==> config.mk <==
export PLATFORM = sky130hd
export DESIGN_NAME = lsu_mem_stage_flat
export DESIGN_NICKNAME = d
export VERILOG_FILES = /design/src/rtl/lsu_pkg.sv /design/src/rtl/lsu_mem_stage_if.sv /design/src/rtl/lsu_load_align.sv /design/src/rtl/lsu_mem_stage.sv /design/src/flat_wrapper.sv
export SDC_FILE = /design/constraint.sdc
export NUM_CORES = 1
export LEC_CHECK = 0
export ABC_AREA = 1
export BUFFER_PORTS_ARGS = -buffer_cell sky130_fd_sc_hd__buf_2
export CORE_ASPECT_RATIO = 1.25
export CORE_MARGIN = 4
export CORE_UTILIZATION = 53
export CTS_CLUSTER_DIAMETER = 40
export DETAILED_ROUTE_END_ITERATION = 7
export PLACE_DENSITY = 0.85
export SYNTH_ARGS = -nofsm -noshare
export SYNTH_HDL_FRONTEND = slang
export SYNTH_SLANG_ARGS = --single-unit
==> constraint.sdc <==
create_clock -name clk -period 4.76 [get_ports clk]
set_input_delay 0.952 -clock clk [delete_from_list [all_inputs] [get_ports clk]]
set_output_delay 0.952 -clock clk [all_outputs]
set_load 0.005 [all_outputs]
==> src/rtl/lsu_pkg.sv <==
// Shared definitions for the memory-stage LSU: width codes, FSM states and
// byte-enable / store-lane helpers.
package lsu_pkg;

  localparam logic [2:0] F3_B  = 3'b000;
  localparam logic [2:0] F3_H  = 3'b001;
  localparam logic [2:0] F3_W  = 3'b010;
  localparam logic [2:0] F3_BU = 3'b100;
  localparam logic [2:0] F3_HU = 3'b101;

  typedef enum logic [1:0] {IDLE, REQ, WAIT, DONE} lsu_state_t;

  function automatic logic [3:0] be_of(input logic [2:0] f3, input logic [1:0] off);
    case (f3)
      F3_B, F3_BU: be_of = 4'b0001 << off;
      F3_H, F3_HU: be_of = 4'b0011 << off;
      default:     be_of = 4'b1111;
    endcase
  endfunction

  // Store data replicated into every lane so the byte enables alone pick the target.
  function automatic logic [31:0] lane_of(input logic [2:0] f3, input logic [31:0] w);
    case (f3)
      F3_B, F3_BU: lane_of = {4{w[7:0]}};
      F3_H, F3_HU: lane_of = {2{w[15:0]}};
      default:     lane_of = w;
    endcase
  endfunction

endpackage

==> src/rtl/lsu_mem_stage_if.sv <==
// Data-memory req/gnt/rvalid bus between the LSU (master) and memory (slave).
interface lsu_mem_stage_if #(parameter int ADDR_W = 32);
  logic              req;
  logic              we;
  logic [ADDR_W-1:0] addr;
  logic [3:0]        be;
  logic [31:0]       wdata;
  logic              gnt;
  logic              rvalid;
  logic [31:0]       rdata;

  modport master (output req, we, addr, be, wdata, input gnt, rvalid, rdata);
  modport slave  (input req, we, addr, be, wdata, output gnt, rvalid, rdata);
endinterface

==> src/rtl/lsu_load_align.sv <==
// Picks the addressed byte/half out of a loaded word and sign/zero extends it.
module lsu_load_align
  import lsu_pkg::*;
(
  input  logic [31:0] word_i,
  input  logic [1:0]  off_i,
  input  logic [2:0]  func3_i,
  output logic [31:0] data_o
);

  logic [7:0]  byte_sel;
  logic [15:0] half_sel;

  always_comb begin
    case (off_i)
      2'd0:    byte_sel = word_i[7:0];
      2'd1:    byte_sel = word_i[15:8];
      2'd2:    byte_sel = word_i[23:16];
      default: byte_sel = word_i[31:24];
    endcase
    half_sel = off_i[1] ? word_i[31:16] : word_i[15:0];
    case (func3_i)
      F3_B:    data_o = {{24{byte_sel[7]}}, byte_sel};
      F3_BU:   data_o = {24'd0, byte_sel};
      F3_H:    data_o = {{16{half_sel[15]}}, half_sel};
      F3_HU:   data_o = {16'd0, half_sel};
      default: data_o = word_i;
    endcase
  end

endmodule

==> src/rtl/lsu_mem_stage.sv <==
// Memory-stage load/store unit: issues one bus access per load/store, stalls
// the pipe while it is outstanding, formats load data and flags bad accesses.
module lsu_mem_stage
  import lsu_pkg::*;
#(
  parameter int ADDR_W  = 32,
  parameter int TIMEOUT = 255
) (
  input  logic              clk,
  input  logic              reset_n,
  input  logic              rd_en_i,
  input  logic              wr_en_i,
  input  logic [2:0]        func3_i,
  input  logic [ADDR_W-1:0] addr_i,
  input  logic [31:0]       wdata_i,
  input  logic              flush_i,
  lsu_mem_stage_if.master   mem,
  output logic [31:0]       rdata_o,
  output logic              rdata_valid_o,
  output logic              stall_o,
  output logic              misalign_o,
  output logic              fault_o
);

  localparam int CNT_W = $clog2(TIMEOUT + 1);

  lsu_state_t        state_q, state_d;
  logic [CNT_W-1:0]  cnt_q, cnt_d, cnt_inc;
  logic [ADDR_W-1:0] addr_q, addr_d;
  logic [3:0]        be_q, be_d;
  logic [31:0]       wdata_q, wdata_d;
  logic              we_q, we_d;
  logic [2:0]        f3_q, f3_d;
  logic [1:0]        off_q, off_d;
  logic              flushed_q, flushed_d;
  logic [31:0]       rdata_q, rdata_d;
  logic              rvalid_q, rvalid_d;
  logic              mis_q, mis_d;
  logic              fault_q, fault_d;

  logic        access, illegal, misal, go, bad;
  logic [31:0] load_data;

  always_comb begin
    case (func3_i)
      F3_B, F3_H, F3_W: illegal = rd_en_i & wr_en_i;
      F3_BU, F3_HU:     illegal = wr_en_i;
      default:          illegal = 1'b1;
    endcase
  end

  assign access  = rd_en_i | wr_en_i;
  assign misal   = (((func3_i == F3_H) || (func3_i == F3_HU)) && addr_i[0])
                 | ((func3_i == F3_W) && (addr_i[1:0] != 2'b00));
  assign go      = (state_q == IDLE) & access & ~illegal & ~misal & ~flush_i;
  assign bad     = (state_q == IDLE) & access & (illegal | misal) & ~flush_i;
  assign stall_o = go | (state_q == REQ) | (state_q == WAIT);
  assign cnt_inc = cnt_q + CNT_W'(1);

  lsu_load_align u_align (
    .word_i  (mem.rdata),
    .off_i   (off_q),
    .func3_i (f3_q),
    .data_o  (load_data)
  );

  always_comb begin
    state_d   = state_q;
    cnt_d     = cnt_q;
    addr_d    = addr_q;
    be_d      = be_q;
    wdata_d   = wdata_q;
    we_d      = we_q;
    f3_d      = f3_q;
    off_d     = off_q;
    flushed_d = flushed_q;
    rdata_d   = rdata_q;
    rvalid_d  = 1'b0;
    mis_d     = 1'b0;
    fault_d   = 1'b0;
    case (state_q)
      IDLE: begin
        mis_d = bad;
        if (go) begin
          state_d   = REQ;
          cnt_d     = '0;
          addr_d    = {addr_i[ADDR_W-1:2], 2'b00};
          be_d      = be_of(func3_i, addr_i[1:0]);
          wdata_d   = lane_of(func3_i, wdata_i);
          we_d      = wr_en_i;
          f3_d      = func3_i;
          off_d     = addr_i[1:0];
          flushed_d = 1'b0;
        end
      end
      REQ: begin
        cnt_d = cnt_inc;
        // A grant in the same cycle as a flush wins: the access is already on the bus.
        if (flush_i && !mem.gnt) begin
          state_d = IDLE;
        end else if (cnt_inc == CNT_W'(TIMEOUT)) begin
          state_d = IDLE;
          fault_d = 1'b1;
        end else if (mem.gnt) begin
          state_d   = WAIT;
          flushed_d = flush_i;
        end
      end
      WAIT: begin
        cnt_d     = cnt_inc;
        flushed_d = flushed_q | flush_i;
        if (mem.rvalid) begin
          state_d = DONE;
          if (!we_q && !flushed_d) begin
            rdata_d  = load_data;
            rvalid_d = 1'b1;
          end
        end else if (cnt_inc == CNT_W'(TIMEOUT)) begin
          state_d = IDLE;
          fault_d = 1'b1;
        end
      end
      default: state_d = IDLE;
    endcase
  end

  always_ff @(posedge clk or negedge reset_n) begin
    if (!reset_n) begin
      state_q   <= IDLE;
      cnt_q     <= '0;
      addr_q    <= '0;
      be_q      <= '0;
      wdata_q   <= '0;
      we_q      <= 1'b0;
      f3_q      <= '0;
      off_q     <= '0;
      flushed_q <= 1'b0;
      rdata_q   <= '0;
      rvalid_q  <= 1'b0;
      mis_q     <= 1'b0;
      fault_q   <= 1'b0;
    end else begin
      state_q   <= state_d;
      cnt_q     <= cnt_d;
      addr_q    <= addr_d;
      be_q      <= be_d;
      wdata_q   <= wdata_d;
      we_q      <= we_d;
      f3_q      <= f3_d;
      off_q     <= off_d;
      flushed_q <= flushed_d;
      rdata_q   <= rdata_d;
      rvalid_q  <= rvalid_d;
      mis_q     <= mis_d;
      fault_q   <= fault_d;
    end
  end

  assign mem.req       = (state_q == REQ);
  assign mem.we        = we_q;
  assign mem.addr      = addr_q;
  assign mem.be        = be_q;
  assign mem.wdata     = wdata_q;
  assign rdata_o       = rdata_q;
  assign rdata_valid_o = rvalid_q;
  assign misalign_o    = mis_q;
  assign fault_o       = fault_q;

endmodule

==> src/flat_wrapper.sv <==
// flat-port wrapper written by rule: the top's interface ports become plain ports
module lsu_mem_stage_flat import lsu_pkg::*;
#(
  parameter int ADDR_W  = 32,
  parameter int TIMEOUT = 255
)
  (clk, reset_n, rd_en_i, wr_en_i, func3_i, addr_i, wdata_i, flush_i, rdata_o, rdata_valid_o, stall_o, misalign_o, fault_o, mem_req, mem_we, mem_addr, mem_be, mem_wdata, mem_gnt, mem_rvalid, mem_rdata);
  lsu_mem_stage_if #(.ADDR_W(ADDR_W)) mem_i ();
  input  logic clk;
  input  logic reset_n;
  input  logic rd_en_i;
  input  logic wr_en_i;
  input  logic [2:0] func3_i;
  input  logic [ADDR_W-1:0] addr_i;
  input  logic [31:0] wdata_i;
  input  logic flush_i;
  output logic [31:0] rdata_o;
  output logic rdata_valid_o;
  output logic stall_o;
  output logic misalign_o;
  output logic fault_o;
  output wire logic [$bits(mem_i.req)-1:0] mem_req;
  output wire logic [$bits(mem_i.we)-1:0] mem_we;
  output wire logic [$bits(mem_i.addr)-1:0] mem_addr;
  output wire logic [$bits(mem_i.be)-1:0] mem_be;
  output wire logic [$bits(mem_i.wdata)-1:0] mem_wdata;
  input wire logic [$bits(mem_i.gnt)-1:0] mem_gnt;
  input wire logic [$bits(mem_i.rvalid)-1:0] mem_rvalid;
  input wire logic [$bits(mem_i.rdata)-1:0] mem_rdata;
  assign mem_req = mem_i.req;
  assign mem_we = mem_i.we;
  assign mem_addr = mem_i.addr;
  assign mem_be = mem_i.be;
  assign mem_wdata = mem_i.wdata;
  assign mem_i.gnt = mem_gnt;
  assign mem_i.rvalid = mem_rvalid;
  assign mem_i.rdata = mem_rdata;
  lsu_mem_stage #(.ADDR_W(ADDR_W), .TIMEOUT(TIMEOUT)) u_core (.clk(clk), .reset_n(reset_n), .rd_en_i(rd_en_i), .wr_en_i(wr_en_i), .func3_i(func3_i), .addr_i(addr_i), .wdata_i(wdata_i), .flush_i(flush_i), .mem(mem_i), .rdata_o(rdata_o), .rdata_valid_o(rdata_valid_o), .stall_o(stall_o), .misalign_o(misalign_o), .fault_o(fault_o));
endmodule
Yosys cells after proc, flatten, opt, wreduce, memory -nomap -nowiden
Cells that the tools add are included.

storage, ports and cells
  register bits = 118
  input bits = 106
  logic and storage cells = 103

cells by class
  add/sub/neg operators = 1
  equality and inequality tests = 18
  shifts and indexed selects = 2
  mux-type cells = 28
  bitwise logic cells = 16
  reductions and logical operators = 25

operators with widths
  cell                   count
  $pmux W32 S4           1
  $pmux W32 S2           1
  $pmux W8 S3            1
  $mux W16               1
  $pmux W8 S2            1
  $eq A3 B3 Y1 const B   4
  $mux W2                6
  $mux W1                11
  $add A8 B1 Y8 const B  1
  $eq A8 B8 Y1 const B   1
  $mux W8                1
  $pmux W4 S2            1
  $reduce_or A2 Y1       4
  $and A1 B1 Y1          7
  $eq A3 B1 Y1 const B   2
  $logic_not A3 Y1       2
  $or A1 B1 Y1           6
  $pmux W2 S3            1
  $reduce_and A3 Y1      2
  $reduce_and A5 Y1      1
  $eq A2 B1 Y1 const B   2
  $eq A2 B2 Y1 const B   2
  $logic_and A1 B1 Y1    4
  $logic_not A2 Y1       2
  other kinds (16)       25

Logic depth before layout (Yosys ltp)
Gate-level depths: netlist (run 1).

  word-level depth = 9
  mapped depth = 12
  depth with buffers taken out = 12

Cells and area by module
A second synthesis (run 1) with hierarchy kept.

second synthesis, totals
  cell total of the unflattened synthesis = 792
  area total of the unflattened synthesis = 5962.0 um^2

modules (own cells, without submodules)
  module          instances  cells each  area each (um^2)  seq. area each (um^2)
  lsu_mem_stage   1          600         5066.1            2952.8
  lsu_load_align  1          192         895.9             0.0

Worst setup path after synthesis (run 1)
No wires, ideal clock.

  path kind = in2out
  from = input func3_i[1]
  to = output stall_o
  arrival time = 1.918 ns
  required time = 3.808 ns
  setup slack = 1.890 ns
  stages on the path = 10
  cell sequence = buf_6 -> nor2_8 -> nand2_1 -> nand3_1 -> nor2_2 -> nand2_2 -> buf_6 -> buf_6 -> buf_6 -> nand3_1

between the ends
  longest elaborated chain between the ends = 9
  elaborated cells between the ends (all ways) = 19
  those cells by class = 4 x eq/ne; 1 x mux; 8 x bitwise; 6 x reduce/logical

ends and longest elaborated chain
  element                                             RTL line                                  source
  start, declared                                     flat_wrapper.sv:13                        input logic [2:0] func3_i;
  $eq A3 B2 Y1, or another cell as far along          lsu_mem_stage.sv:45, lsu_mem_stage.sv:54
  $reduce_or A3 Y1, or another cell as far along      lsu_mem_stage.sv:45                       case (func3_i)
  $pmux W1 S2 or $logic_and A1 B1 Y1 (tied branches)  lsu_mem_stage.sv:45, lsu_mem_stage.sv:53
  $not A1 Y1 or $or A1 B1 Y1 (tied branches)          lsu_mem_stage.sv:55, lsu_mem_stage.sv:54
  $and A1 B1 Y1 or $not A1 Y1 (tied branches)         lsu_mem_stage.sv:55                       assign go = (state_q == IDLE) & access & ~illegal & ~misal & ~flush_i;
  $and A1 B1 Y1 (*) (2 in series)                     lsu_mem_stage.sv:55
  $or A1 B1 Y1 (*) (2 in series)                      lsu_mem_stage.sv:57                       assign stall_o = go | (state_q == REQ) | (state_q == WAIT);
  end, declared                                       flat_wrapper.sv:19                        output logic stall_o;

Mark *: on every way between the ends. The rest lies on a longest branch, timed or not.

Worst setup path in the final report (run 1)
Ends and elaborated chain as after synthesis.

==> results of run 1 <==
==> cell type report <==
| cell class | instances | area [µm²] |
|---|---|---|
| timing repair buffer | 214 | 1090 |
| multi-input combinational | 466 | 2240 |
| fill | 876 | 3170 |
| antenna | 1 | 2.50 |
| sequential | 118 | 2950 |
| tap | 132 | 165 |
| inverter | 78 | 293 |
| clock buffer | 21 | 460 |
| clock inverter | 11 | 198 |
==> kinds of logic after synthesis <==
logic type / synth area share
adder cells (fa/ha/maj): 0.0132
XOR/XNOR: 0.00154
other: 0.000658
AND/OR/NAND/NOR: 0.203
AO/OA/AOI/OAI: 0.173
flip-flops: 0.518
buffers and inverters: 0.0909
==> cell usage in the layout, fill, tap and decap left out, types with 6 or more instances in the layout <==
cell type	instances
nand2_1	223
buf_2	208
dfrtp_1	118
o21ai_0	80
inv_1	74
a21oi_1	40
nor2_1	30
o22ai_1	22
clkbuf_16	17
nand3_1	12
o21ai_1	8
ha_1	6
buf_4	6
==> flip-flops by register name, indices dropped and copies added (netlist names) <==
signal / count
u_core.mem.wdata: 32
u_core.rdata_o: 32
u_core.mem.addr: 30
u_core.cnt_q: 8
u_core.mem.be: 4
u_core.f3_q: 3
u_core.off_q: 2
u_core.state_q: 2
u_core.fault_o: 1
u_core.flushed_q: 1
u_core.mem.we: 1
u_core.misalign_o: 1
u_core.rdata_valid_o: 1
==> power by group through the flow <==
stage,sequential [mW],combinational (mW),clock [mW]
2_1_floorplan,1.74,0.884,0
3_3_place_gp,1.76,1.53,0
3_5_place_dp,1.75,1.59,0
4_1_cts,1.75,1.59,1.43
5_1_grt,1.81,1.79,1.47
6_report,1.75,1.57,1.42
==> routing by layer <==
| layer | vias to the layer above | part of all wire |
|---|---|---|
| li1 | 2649 | - |
| met1 | 2457 | 0.39 |
| met3 | 32 | 0.085 |
| met5 | - | 0 |
| met2 | 241 | 0.51 |
| met4 | 0 | 0.023 |
==> critical path, cell delays in order <==
cell,delay (ps)
buf_2,520
nor2_8,120
nand2_1,120
nand3_1,80
nor2_2,160
nand2_4,120
nand3_1,90
buf_2,110
==> synthesized netlist by cell type, types with 2 or more instances <==
cell type | instances | area share
o21ai_0 | 80 | 0.070
ha_1 | 6 | 0.013
o22ai_1 | 22 | 0.024
buf_2 | 12 | 0.011
dfrtp_1 | 118 | 0.52
o21ai_1 | 8 | 0.0070
o21ai_2 | 5 | 0.0077
a2bb2oi_1 | 3 | 0.0046
o211ai_1 | 4 | 0.0053
o31ai_1 | 2 | 0.0026
nor2_2 | 3 | 0.0033
nand3_2 | 3 | 0.0053
buf_4 | 3 | 0.0040
inv_2 | 4 | 0.0026
buf_6 | 8 | 0.016
clkbuf_1 | 10 | 0.0066
nand3_1 | 12 | 0.011
nand2_1 | 223 | 0.15
nor2_1 | 30 | 0.020
inv_1 | 74 | 0.049
a21oi_1 | 40 | 0.035
nand2_2 | 4 | 0.0044
nor3_1 | 5 | 0.0044
o2111ai_1 | 3 | 0.0046
==> worst max path at each step <==
stage                          start  endpoint  depth (start not counted)
after CTS                 func3_i[1]   stall_o                          8
final                     func3_i[1]   stall_o                          8
after global placement    func3_i[1]   stall_o                          8
after detailed placement  func3_i[1]   stall_o                          8
after floorplan           func3_i[1]   stall_o                         10
after global routing      func3_i[1]   stall_o                          8
==> metrics by stage <==
stage               cells  area, µm²  hold WS, ps  power, mW
finish               1041       7400          476       4.74
global route         1041       7400          499       5.08
CTS                  1040       7390          478       4.77
detailed placement   1008       6740          460       3.34
global placement     1008       6740          459       3.28
floorplan             696       5700          455       2.63
==> flow_summary.yaml, run 1 <==
outcome:
  status: "finished clean"
critical_path:
  timing.rr.start: "u_core.state_q[0]"
  cp.arrival_ps: 2290
  end_kind: "output pin"
  reg2reg_slack_ps: 2220
  criticalPathCategory: "in2out"
  rr_worst_depth: 10
  crit_path_start_kind: "input pin"
  cp_max_fo: 33
  rr_endpoint: "u_core.rdata_o[26]"
  cp.required_ps: 3810
floorplanning:
  rows: 42
  core_um2: 10600
  chipHeight_um: 124
  initial_core_util: 0.540
  die-area_um2: 12500
  io_pins: 212
  die_x_um: 101
detailed_routing:
  drt_iter0_drc: 294
  routedWlPerCell_um: 14.9
  firstDrtPassIters: 5
  drt-total-wl_um: 15500
  ant_nets: 0
  drcViolationCount: 0
  avgViaCountPerCell: 5.17
  vias: 5379
clock_network:
  cts_setup_buffers: 0
  cts_buffers: 17
  cts.htree.levels: 4
  clock_sinks: 118
  clkTransAtPathRegs_ps: 60
  cts.repair.resized: 0
  root_buffer: "clkbuf_16"
  hold_buffers: 0
  clk_path_buf_depth: 2
  clk_latency_ps: 410
  cts_tree: "done"
sta:
  finalMaxSlewViolations: 0
  slew_headroom: 0.331
  skew_ps: 9.82
  setup_viol: 0
  fin_ws_ps: 1520
  timing.fmax_mhz: 309
  tightestPinTransition_ps: 1000
  fin_setup_tns_ps: 0
  fin_crit_sh: 0.681
  period_needed_ps: 3240
  hold_viol_final: 0
  rsz0062_at_grt: "false"
yosys:
  ys_types: 37
  synth_edf_count: 0
  ys_seq_area_frac: 0.518
  synth_seq_cells: 118
  synthCells: 695
  syn_avg_cell_area_um2: 8.20
  synthArstFlopShare: 1.00
  synth_warnings: 0
  netlist_area_um2: 5700
  synth_flop_cell: "dfrtp_1"
finish:
  nNetsFinal: 1007
  syn2layout_area_growth_pct: 29.7
  drive_gt1_frac: 0.297
  final_util: 0.700
pwr:
  p_per_area_nw_per_um2: 641
  ir_drop_mv: 0.379
  seqPwrFrac: 0.370
  p_comb_frac: 0.332
  p_clk_frac: 0.298
  power_switching_mw: 1.65
  cellInternalPower_mw: 3.09
  switching_share: 0.348
  p_leak_nw: 4.07
min_path:
  hold_start: "u_core.mem.wdata[29]"
  min_path_cells: 2
  hold_end: "u_core.mem.wdata[29]"
  min_path_type: "reg2reg"
grt:
  grt_pass1_wl_um: 24700
  grt_use_met3: 0.0678
  grt_max_degree: 101
  track_usage: 0.251
  first_global_vias: 5333
  grt.met2_usage: 0.424
  grt-busiest-layer: "met2"
  grtUsageMet1: 0.299
  antenna_found_initial: 1
  gr-total-overflow: 0
placed_design:
  hpwlAfterDp_um: 11300
  io_buffer_count: 209
  post-place-ws_ps: 1490
  globalplace.congestion: 0.901
job:
  cap_viol_max_count: 0
No activity file was read; power rests on OpenSTA's default activity.
==> inputs of run 2 (changes only) <==
- CORE_UTILIZATION: 53 -> 50
- PLACE_DENSITY: 0.85 -> 0.81
- clock period: 4.76 -> 3.1 ns (I/O delays scaled with it)
==> run 2 against run 1 <==
Effect of this change: flip-flop and latch count unchanged; largest power group unchanged; total power grew 48%; critical path depth is 1 lower; cell count up 0.48%; first-iteration DRC count decreased by 32%; clock skew barely moved; highest routed layer unchanged; largest cell class unchanged; utilization is 3.7 points lower.
==> flow_summary.yaml, run 2 (synthesis gave the netlist of run 1 again) <==
clock_network:
  cts.repair.resized: 0
  cts_buffers: 17
  clk_latency_ps: 410
  cts_tree: "done"
  root_buffer: "clkbuf_16"
  clk_path_buf_depth: 2
  cts_setup_buffers: 0
  hold_buffers: 0
  cts.htree.levels: 4
  clock_sinks: 118
  clkTransAtPathRegs_ps: 50
sta:
  finalMaxSlewViolations: 0
  skew_ps: 10.0
  hold_viol_final: 0
  setup_viol: 0
  fin_crit_sh: 0.842
  timing.fmax_mhz: 383
  slew_headroom: 0.636
  tightestPinTransition_ps: 543
  rsz0062_at_grt: "false"
  fin_ws_ps: 491
  period_needed_ps: 2610
  fin_setup_tns_ps: 0
pwr:
  p_leak_nw: 4.08
  ir_drop_mv: 0.534
  p_per_area_nw_per_um2: 950
placed_design:
  post-place-ws_ps: 790
  globalplace.congestion: 0.874
  placed_cells: 1014
  hpwlAfterDp_um: 11500
  io_buffer_count: 209
min_path:
  min_path_type: "in2async"
detailed_routing:
  drt-total-wl_um: 15200
  routedWlPerCell_um: 14.5
  avgViaCountPerCell: 5.07
  vias: 5302
  drcViolationCount: 0
  drt_iter0_drc: 199
  firstDrtPassIters: 4
  ant_nets: 0
grt:
  first_global_vias: 5170
  grt_max_degree: 88
  track_usage: 0.235
  grt_pass1_wl_um: 25100
  antenna_found_initial: 0
  gr-total-overflow: 0
floorplanning:
  die-area_um2: 13200
  die_x_um: 104
  rows: 43
  initial_core_util: 0.512
  chipHeight_um: 127
  io_pins: 212
  core_um2: 11100
finish:
  nNetsFinal: 1010
  final_cells: 1046
  diodes: 0
  syn2layout_area_growth_pct: 29.6
  drive_gt1_frac: 0.302
  mostFrequentLayoutCell: "nand2_1"
  layout_common_cells: "nand2_1, buf_2, dfrtp_1, o21ai_0, inv_1"
  final_util: 0.664
critical_path:
  crit_path_start_kind: "flop"
  criticalPathCategory: "reg2out"
  rr_worst_depth: 9
  end_kind: "output pin"
  cp.required_ps: 2480
  cp.arrival_ps: 1990
  cp_max_fo: 24
job:
  cap_viol_max_count: 0
outcome:
  status: "finished clean"
run 2: power by group:
part | switching (mW) | total (mW) | leakage [nW] | internal (mW)
Combinational | 1.38 | 2.44 | 2.31 | 1.06
Sequential | 0.419 | 2.66 | 1.48 | 2.24
Clock | 0.714 | 1.92 | 0.287 | 1.21
Total | 2.52 | 7.02 | 4.08 | 4.51
run 2: cell type report:
class | count | area, µm²
multi-input cells | 466 | 2240
clock inverters | 14 | 151
well taps | 135 | 169
inverters | 78 | 293
clock buffers | 18 | 439
repair buffers | 217 | 1150
flip-flops and latches | 118 | 2950
fillers | 956 | 3750
run 2: final timing paths:
path / start / endpoint / slack, ps
max reg2reg: u_core.state_q[0] / u_core.mem.be[3] / 910
max: u_core.state_q[0] / stall_o / 490
max in group asynchronous: reset_n / u_core.rdata_o[11] / 2160
min reg2reg: u_core.mem.addr[14] / u_core.mem.addr[14] / 470
min in group clk: addr_i[10] / u_core.mem.addr[10] / 400
min: reset_n / u_core.fault_o / 120
run 2: layer usage:
layer  track usage  up-vias  share of wire
met5             0        -              0
met4        0.0837        0          0.022
met3        0.0712       29          0.074
met2         0.397      200           0.49
met1         0.287     2421           0.41
li1              -     2652              -
run 2: worst max-delay path, stage by stage (launching register included):
cell	delay, ps
dfrtp_1	410
inv_1	100
ha_1	270
o21ai_0	160
nor2_1	210
nand2_4	210
nand3_1	110
buf_2	110
run 2: stage by stage:
| step | total power, mW | cell area, µm² | hold WS (ps) |
|---|---|---|---|
| finish | 7.02 | 7390 | 120 |
| global route | 7.58 | 7390 | 129 |
| CTS | 7.10 | 7390 | 115 |
| detailed placement | 5.14 | 6800 | 460 |
| global placement | 5.06 | 6800 | 459 |
| floorplan | 4.03 | 5700 | 324 |
